**src/rtl/ifu_fetch.sv**
```systemverilog
// Instruction fetch unit: owns the PC, issues imem requests under credit limits, buffers returns in order for dec.
// Optional IFU_BYPASS_EN forwards an unsquashed return straight to dec when the buffer is empty.
module ifu_fetch #(
    parameter logic [31:0] RESET_PC        = 32'h0000_0000,
    parameter int unsigned FIFO_DEPTH      = 2,
    parameter int unsigned MAX_OUTSTANDING = 2
) (
    input  logic        clk,
    input  logic        rst,
    input  logic        flush_from_exe,
    input  logic [31:0] flush_addr_exe,
    input  logic        flush_from_dec,
    input  logic [31:0] flush_addr_dec,
    output logic        imem_req_o,
    output logic [31:0] imem_addr_o,
    input  logic        imem_gnt_i,
    input  logic        imem_rvalid_i,
    input  logic [31:0] imem_rdata_i,
    output logic [31:0] instr_ifu_2_dec_o,
    output logic [31:0] instr_addr_ifu_2_dec_o,
    output logic        instr_valid_o,
    input  logic        dec_ready_i
);

    localparam int unsigned PW  = (FIFO_DEPTH > 1) ? $clog2(FIFO_DEPTH) : 1;
    localparam int unsigned CW  = $clog2(FIFO_DEPTH + MAX_OUTSTANDING + 1);
    localparam logic [31:0] NOP = 32'h0000_0013;

    logic [31:0]   pc_q, pc_d;
    logic [CW-1:0] cnt_q, cnt_d;
    logic [CW-1:0] inflight_q, inflight_d;
    logic [CW-1:0] squash_q, squash_d;
    logic [PW-1:0] rd_ptr_q, rd_ptr_d, wr_ptr_q, wr_ptr_d;
    logic [PW-1:0] tag_rd_q, tag_rd_d, tag_wr_q, tag_wr_d;

    logic [31:0] fifo_data_q [FIFO_DEPTH];
    logic [31:0] fifo_addr_q [FIFO_DEPTH];
    logic [31:0] tag_q       [FIFO_DEPTH];

    logic        flush, issue, ret_sq, ret_ok, push, pop, head_valid, byp;
    logic [31:0] target;

    // Issue credit, return classification and dec-side presentation
    always_comb begin
        flush      = flush_from_exe | flush_from_dec;
        target     = (flush_from_exe ? flush_addr_exe : flush_addr_dec) & ~32'h3;
        imem_req_o = !rst && ((cnt_q + inflight_q) < CW'(FIFO_DEPTH))
                          && ((inflight_q + squash_q) < CW'(MAX_OUTSTANDING));
        imem_addr_o = pc_q;
        issue      = imem_req_o & imem_gnt_i;
        ret_sq     = imem_rvalid_i & (squash_q != '0);
        ret_ok     = imem_rvalid_i & (squash_q == '0) & (inflight_q != '0);
        head_valid = (cnt_q != '0);
`ifdef IFU_BYPASS_EN
        byp        = ret_ok & !head_valid;
`else
        byp        = 1'b0;
`endif
        pop        = head_valid & dec_ready_i;
        push       = ret_ok & !(byp & dec_ready_i);

        instr_valid_o          = head_valid | byp;
        instr_ifu_2_dec_o      = NOP;
        instr_addr_ifu_2_dec_o = '0;
        if (head_valid) begin
            instr_ifu_2_dec_o      = fifo_data_q[rd_ptr_q];
            instr_addr_ifu_2_dec_o = fifo_addr_q[rd_ptr_q];
        end else if (byp) begin
            instr_ifu_2_dec_o      = imem_rdata_i;
            instr_addr_ifu_2_dec_o = tag_q[tag_rd_q];
        end
    end

    // Next-state for PC, pointers and counters; a flush redirects and turns all in-flight into squash credit
    always_comb begin
        pc_d       = pc_q;
        cnt_d      = cnt_q;
        inflight_d = inflight_q;
        squash_d   = squash_q;
        rd_ptr_d   = rd_ptr_q;
        wr_ptr_d   = wr_ptr_q;
        tag_rd_d   = tag_rd_q;
        tag_wr_d   = tag_wr_q;
        if (flush) begin
            pc_d       = target;
            cnt_d      = '0;
            inflight_d = '0;
            rd_ptr_d   = '0;
            wr_ptr_d   = '0;
            tag_rd_d   = '0;
            tag_wr_d   = '0;
            squash_d   = squash_q + inflight_q + CW'(issue) - CW'(ret_sq | ret_ok);
        end else begin
            if (issue) begin
                pc_d     = pc_q + 32'd4;
                tag_wr_d = tag_wr_q + PW'(1);
            end
            if (ret_ok) tag_rd_d = tag_rd_q + PW'(1);
            if (push)   wr_ptr_d = wr_ptr_q + PW'(1);
            if (pop)    rd_ptr_d = rd_ptr_q + PW'(1);
            cnt_d      = cnt_q + CW'(push) - CW'(pop);
            inflight_d = inflight_q + CW'(issue) - CW'(ret_ok);
            squash_d   = squash_q - CW'(ret_sq);
        end
    end

    always_ff @(posedge clk) begin
        if (rst) begin
            pc_q       <= RESET_PC;
            cnt_q      <= '0;
            inflight_q <= '0;
            squash_q   <= '0;
            rd_ptr_q   <= '0;
            wr_ptr_q   <= '0;
            tag_rd_q   <= '0;
            tag_wr_q   <= '0;
        end else begin
            pc_q       <= pc_d;
            cnt_q      <= cnt_d;
            inflight_q <= inflight_d;
            squash_q   <= squash_d;
            rd_ptr_q   <= rd_ptr_d;
            wr_ptr_q   <= wr_ptr_d;
            tag_rd_q   <= tag_rd_d;
            tag_wr_q   <= tag_wr_d;
        end
    end

    // Storage arrays carry no reset; validity is tracked by the pointers and counters
    always_ff @(posedge clk) begin
        if (!flush && push) begin
            fifo_data_q[wr_ptr_q] <= imem_rdata_i;
            fifo_addr_q[wr_ptr_q] <= tag_q[tag_rd_q];
        end
        if (!flush && issue) tag_q[tag_wr_q] <= pc_q;
    end

endmodule
```
**config.mk**
```make
export PLATFORM = sky130hd
export DESIGN_NAME = ifu_fetch
export DESIGN_NICKNAME = d
export VERILOG_FILES = /design/src/rtl/ifu_fetch.sv
export SDC_FILE = /design/constraint.sdc
export NUM_CORES = 1
export LEC_CHECK = 0
export BUFFER_PORTS_ARGS = -buffer_cell sky130_fd_sc_hd__buf_2
export CORE_MARGIN = 3
export CORE_UTILIZATION = 50
export CTS_CLUSTER_DIAMETER = 40
export DETAILED_ROUTE_END_ITERATION = 10
export PLACE_DENSITY_LB_ADDON = 0.08
export SLEW_MARGIN = 5
export SYNTH_ARGS = -nofsm -noshare
export SYNTH_HDL_FRONTEND = slang
export SYNTH_SLANG_ARGS = --single-unit
```
**constraint.sdc**
```tcl
create_clock -name clk -period 7.52 [get_ports clk]
set_input_delay 0.752 -clock clk [delete_from_list [all_inputs] [get_ports clk]]
set_output_delay 0.752 -clock clk [all_outputs]
set_load 0.05 [all_outputs]
```
# Word level (Yosys, flattened, before mapping)
# Memory sizes are Yosys's and may differ from the RTL's. A register that Yosys moved wholly into a read port is not among the register bits.
# Index checks and enable logic that the tools add are counted.
[op_classes] mux=16 addsub=14 n_eq_ne=0 mul=0 n_reduce_logical=12 shift=0 n_bitwise=7 order_cmp=2 n_div=0
[op_table] operator="2-to-1 mux 32 bit" count=5
[op_table] operator="adder 32 x 3 -> 32 bit (second input constant)" count=1
[op_table] operator="subtractor 3 x 1 -> 3 bit" count=4
[op_table] operator="2-to-1 mux 1 bit" count=10
[op_table] operator="adder 3 x 1 -> 3 bit" count=3
[op_table] operator="nonzero test 3 bit" count=3
[op_table] operator="adder 3 bit" count=2
[op_table] operator="less-than comparator 3 x 2 -> 1 bit (second input constant)" count=2
[op_table] operator="bitwise AND 1 bit" count=5
[op_table] operator="adder 1 bit (second input constant)" count=4
[op_table] operator="logical AND 1 bit" count=4
[op_table] operator="logical NOT 3 bit" count=1
[op_table] operator="2-to-1 mux 3 bit" count=1
[op_table] operator="logical NOT 1 bit" count=2
[op_table] operator="bitwise OR 1 bit" count=2
[op_table] operator="nonzero test 2 bit" count=1
[op_table] operator="OR reduction 2 bit" count=1
[word_totals] rom_bits=0 memories=3 latchBits=0 register_bits=45 out_inout_bits=98 mem_bits_rw=192
[mem_list] name="fifo_addr_q" depth=2 word_bits=32 rd=1 rd_ports_with_merged_regs=1 write_ports=1 line="37" rtl="logic [31:0] fifo_addr_q [FIFO_DEPTH];"
[mem_list] name="fifo_data_q" depth=2 word_bits=32 rd=1 rd_ports_with_merged_regs=1 write_ports=1 line="36" rtl="logic [31:0] fifo_data_q [FIFO_DEPTH];"
[mem_list] name="tag_q" depth=2 word_bits=32 rd=1 rd_ports_with_merged_regs=1 write_ports=1 line="38" rtl="logic [31:0] tag_q [FIFO_DEPTH];"

# Logic depth before layout (Yosys ltp)
[logic_depth] depth_word=8 ltp_mapped=16 mapped_depth_nobuf=16

# Worst setup path before layout
# No wires, ideal clock.
[synth_timing] path_kind="in2reg" from="input port flush_from_exe" to="memory fifo_addr_q[0][10] (enable)" slack_ns=1.193 n_path_buf=3 setup_ns=0.558 cell_stages=5 t_arrival_ns=5.769 path_cell_list="clkbuf_1 or2_2 clkbuf_1 clkbuf_1 nor3_1"
[synth_between] elab_chain_cells=5
[synth_lines] item="from (decl)" line="10" rtl="input logic flush_from_exe,"
[synth_lines] item="bitwise OR 1 bit" line="45" rtl="flush = flush_from_exe | flush_from_dec;"
[synth_lines] item="logical NOT 1 bit" line="131" rtl="if (!flush && push) begin"
[synth_lines] item="logical AND 1 bit" line="131"
[synth_lines] item="2-to-1 mux 1 bit" line="131"
[synth_lines] item="2-to-1 mux 1 bit (not written as such)" line="133" rtl="fifo_addr_q[wr_ptr_q] <= tag_q[tag_rd_q];"
[synth_lines] item="to (decl)" line="37"
# Every way passes these cells.

# Final worst setup path
[layout_timing] from="register inflight_q[1]" to="memory tag_q[1][29] (enable)"
[layout_between] elab_chain_cells=8
[layout_lines] item="from (decl)" line="31" rtl="logic [CW-1:0] inflight_q, inflight_d;"
[layout_lines] item="from (signal assigned)" line="120" rtl="inflight_q <= inflight_d;"
[layout_lines] item="adder 3 bit" line="47" rtl="imem_req_o = !rst && ((cnt_q + inflight_q) < CW'(FIFO_DEPTH))"
[layout_lines] item="less-than comparator 3 x 2 -> 1 bit" line="47"
[layout_lines] item="logical AND 1 bit" line="47"
[layout_lines] item="logical AND 1 bit (*)" line="48" rtl="&& ((inflight_q + squash_q) < CW'(MAX_OUTSTANDING));"
[layout_lines] item="bitwise AND 1 bit (*)" line="50" rtl="issue = imem_req_o & imem_gnt_i;"
[layout_lines] item="logical AND 1 bit (*)" line="135" rtl="if (!flush && issue) tag_q[tag_wr_q] <= pc_q;"
[layout_lines] item="2-to-1 mux 1 bit (*)" line="135"
[layout_lines] item="2-to-1 mux 1 bit (not written as such) (*)" line="135"
[layout_lines] item="to (decl)" line="38"
# Every way passes the cells marked *; elsewhere a longest branch is shown, timed or not.

==> impl_metrics.sql <==
INSERT INTO impl_metrics (metric_group, metric, value, unit) VALUES
('layout', 'final_util', '64.2', '%'),
('timing', 'max_slew.worst_pin.slew', '1.05', 'ns'),
('power_and_ir_drop', 'sequentialPowerShare', '42.7', '%'),
('clock_tree', 'cts.hold.buffers_added', '0', ''),
('timing', 'tightest_hold_margin', '0.389', 'ns'),
('synthesis', 'ys_seq_area_share', '65.1', '%'),
('global_route', 'sum_of_overflow_across_all_layers_after_global_routing', '0', ''),
('setup_path', 'timing_worst_setup_path_type', 'flop to flop', ''),
('power_and_ir_drop', 'report.power.total', '3.38', 'mW'),
('global_route', 'maximum_number_of_pins_on_one_net_before_global_route_repair', '63', ''),
('timing', 'finalClockSkew', '0.0128', 'ns'),
('placed_design', 'place_inst', '1169', ''),
('power_and_ir_drop', 'static-leakage-power', '4.56', 'nW'),
('synthesis', 'synth-main-ff-cell', 'sky130_fd_sc_hd__edfxtp_1', ''),
('timing', 'setup_slack', '3.90', 'ns'),
('setup_path', 'timing.critical_path.from', 'inflight_q[1]$_SDFF_PP0_', ''),
('clock_tree', 'h-tree-depth', '1', ''),
('placed_design', 'placement.cell_area', '11100', 'µm²'),
('setup_path', 'slowest_delay', '0.63', 'ns'),
('clock_tree', 'cts_num_sinks', '229', ''),
('setup_path', 'peak_fanout_along_the_critical_path', '18', ''),
('min_path', 'min-delay-start', 'imem_rdata_i[20]', ''),
('global_route', 'first_pass_grt_wire_length', '36.7', 'mm'),
('synthesis', 'postSynthAreaPerCell', '13.1', 'µm²'),
('drt', 'routed_via_density', '5.51', ''),
('drt', 'detail-route-antenna-nets', '0', ''),
('floorplan', 'top_level_ports', '201', ''),
('setup_path', 'worst_ep_arrival_time', '3.84', 'ns'),
('synthesis', 'synth_area', '9870', 'µm²'),
('timing', 'worst_relative_slew_slack', '30.1', '%'),
('power_and_ir_drop', 'power.share.switching', '23.4', '%'),
('clock_tree', 'post_cts_buffers', '0', ''),
('power_and_ir_drop', 'worst_ir_drop_vdd', '0.190', 'mV'),
('placed_design', 'placement.setup.worst_slack', '3.92', 'ns'),
('layout', 'drive_gt1_share', '30.5', '%'),
('global_route', 'number_of_antenna_violations_at_the_first_check_in_global_routing', '0', ''),
('clock_tree', 'clk_root_buffer_cell', 'sky130_fd_sc_hd__clkbuf_16', ''),
('timing', 'max_freq', '277', 'MHz'),
('synthesis', 'syn-instance-count', '752', ''),
('drt', 'post_drt_wl_per_cell', '18.9', 'µm'),
('setup_path', 'rr_startpoint', 'inflight_q[1]$_SDFF_PP0_', ''),
('drt', 'postRouteWirelength', '23.2', 'mm'),
('placed_design', 'sum_of_net_half_perimeters_after_detailed_placement', '15.3', 'mm'),
('global_route', 'via_count_of_the_first_global_routing_pass', '6858', ''),
('setup_path', 'critical_path.top_delay_family', 'simple AND/OR/NAND/NOR gates', ''),
('min_path', 'hold_class', 'input port to flop', ''),
('timing', 'final-setup-viol-count', '0', ''),
('clock_tree', 'cts_tree', 'done', ''),
('floorplan', 'initial_utilization', '51.8', '%'),
('power_and_ir_drop', 'clockPowerShare', '48.3', '%'),
('setup_path', 'cp_data_required_time', '7.75', 'ns'),
('power_and_ir_drop', 'switchingPower', '793', 'µW'),
('layout', 'num_antenna_cells', '0', ''),
('clock_tree', 'clockBufferDepth', '3', ''),
('setup_path', 'ordered_cell_list_for_the_critical_path', 'inv_1, fa_1, xnor2_1, xnor2_1, ha_1, and4b_1, nand2_4, inv_6, and3_1, buf_4', ''),
('setup_path', 'timing.critical_path.from_type', 'flop', ''),
('power_and_ir_drop', 'power.internal', '2.59', 'mW'),
('clock_tree', 'cts_resized', '0', ''),
('layout', 'area_growth', '24.1', '%'),
('power_and_ir_drop', 'comb_power_share', '9.0', '%'),
('clock_tree', 'tritoncts.num_buffers', '31', ''),
('setup_path', 'critical_path_buf_inv_count', '3', ''),
('floorplan', 'die_area', '21500', 'µm²'),
('status', 'status', 'completed', ''),
('drt', 'vias', '6758', ''),
('drt', 'drcViolationCount', '0', ''),
('synthesis', 'fraction_of_registers_with_async_set_or_reset_after_synthesis', '0', '%'),
('clock_tree', 'worst_skew_pair.late_latency', '0.55', 'ns'),
('timing', 'fin_tns_setup', '0', 'ns'),
('synthesis', 'synth_seq_cells', '229', ''),
('drt', 'dr.first_iter.drc_count', '503', '');
cells in the mapped netlist (all sizes together) (5+ instances only):
| master | count | area (µm²) |
|---|---|---|
| a211oi | 14 | 105 |
| a21oi | 22 | 110 |
| a22oi | 13 | 97.6 |
| a31oi | 8 | 50.1 |
| and2 | 9 | 56.3 |
| and3 | 6 | 37.5 |
| and4 | 5 | 43.8 |
| buf | 15 | 76.3 |
| clkbuf | 31 | 116 |
| dfxtp | 45 | 901 |
| edfxtp | 184 | 5530 |
| fa | 5 | 100 |
| ha | 11 | 138 |
| inv | 28 | 110 |
| mux2 | 30 | 338 |
| mux2i | 66 | 661 |
| nand2 | 29 | 124 |
| nand3 | 15 | 75.1 |
| nand4 | 11 | 68.8 |
| nor2 | 99 | 372 |
| nor3 | 12 | 60.1 |
| nor4 | 10 | 68.8 |
| o21ai | 13 | 65.1 |
| o22ai | 16 | 100 |
| xnor2 | 20 | 175 |
logic make-up (layout without fill, tap and decap cells):
group	after synthesis	after routing	synth area share [%]
xor+xnor	24	24	2.29
flops	229	229	65.1
fa+ha+maj	16	16	2.41
buf+inv	74	286	3.07
mux	96	96	10.1
other cells	1	4	0.0380
compound gates	103	103	6.88
simple gates	209	209	10.1
registers in the layout (all words and copies together) (netlist names), named ones only:
| register | flops |
|---|---|
| fifo_data_q | 64 |
| fifo_addr_q | 60 |
| tag_q | 60 |
| imem_addr_o | 30 |
| cnt_q | 3 |
| inflight_q | 3 |
| squash_q | 3 |
| rd_ptr_q | 1 |
| tag_rd_q | 1 |
| tag_wr_q | 1 |
| wr_ptr_q | 1 |
area by class of cell:
type	instances	area, µm²
fill	1482	6830
sequential	229	6430
multi-input combinational	452	3170
timing repair buffer	200	1020
clock buffer	35	833
clock inverter	23	359
tap	260	325
inverter	28	110
routing by layer:
| metal | share of wire (%) | vias up | global-route usage, % |
|---|---|---|---|
| li1 | - | 3181 | - |
| met4 | 2.2 | 0 | 5.88 |
| met5 | 0 | - | 0 |
| met1 | 42 | 3210 | 28.0 |
| met3 | 7.5 | 40 | 3.76 |
| met2 | 49 | 327 | 36.4 |
final timing paths:
kind	endpoint	slack, ns	cells past startpoint
max reg2reg	tag_q[1][29]$_DFFE_PP_	3.90	10
min reg2reg	tag_rd_q$_SDFFE_PP0P_	0.52	2
min	fifo_data_q[1][20]$_DFFE_PP_	0.39	1
max	tag_q[1][29]$_DFFE_PP_	3.90	10
power groups by stage:
| stage | logic, mW | clock network, mW | registers [mW] |
|---|---|---|---|
| floorplan | 0.165 | 0 | 1.50 |
| global placement | 0.290 | 0 | 1.46 |
| detailed placement | 0.305 | 0 | 1.47 |
| CTS | 0.306 | 1.66 | 1.44 |
| global route | 0.334 | 1.71 | 1.45 |
| finish | 0.305 | 1.63 | 1.44 |
cell usage in the layout (no fill, tap or decap), types with 5 or more instances in the layout:
cell	instances
sky130_fd_sc_hd__o21ai_0	13
sky130_fd_sc_hd__mux2_2	30
sky130_fd_sc_hd__nor2_1	97
sky130_fd_sc_hd__nand2_1	27
sky130_fd_sc_hd__bufinv_16	8
sky130_fd_sc_hd__nand3_1	15
sky130_fd_sc_hd__ha_1	11
sky130_fd_sc_hd__fa_1	5
sky130_fd_sc_hd__buf_4	8
sky130_fd_sc_hd__nor4_1	9
sky130_fd_sc_hd__o22ai_1	16
sky130_fd_sc_hd__and4_1	5
sky130_fd_sc_hd__clkbuf_16	33
sky130_fd_sc_hd__edfxtp_1	184
sky130_fd_sc_hd__xnor2_1	20
sky130_fd_sc_hd__nand4_1	11
sky130_fd_sc_hd__inv_1	27
sky130_fd_sc_hd__buf_2	192
sky130_fd_sc_hd__mux2i_1	66
sky130_fd_sc_hd__and2_1	9
sky130_fd_sc_hd__and3_1	5
sky130_fd_sc_hd__dfxtp_1	44
sky130_fd_sc_hd__a22oi_1	13
sky130_fd_sc_hd__a31oi_1	8
sky130_fd_sc_hd__a21oi_1	22
sky130_fd_sc_hd__a211oi_1	14
sky130_fd_sc_hd__nor3_1	10
worst register-to-register path, delay by kind of cell (launching register included):
family	cells	cell delay (ns)
and+or+nand+nor	3	1.20
buffers and inverters	3	0.71
adders and majority gates	2	0.66
DFF	1	0.41
xor gates and xnor gates	2	0.32
Power figures use the tool's default switching activity.
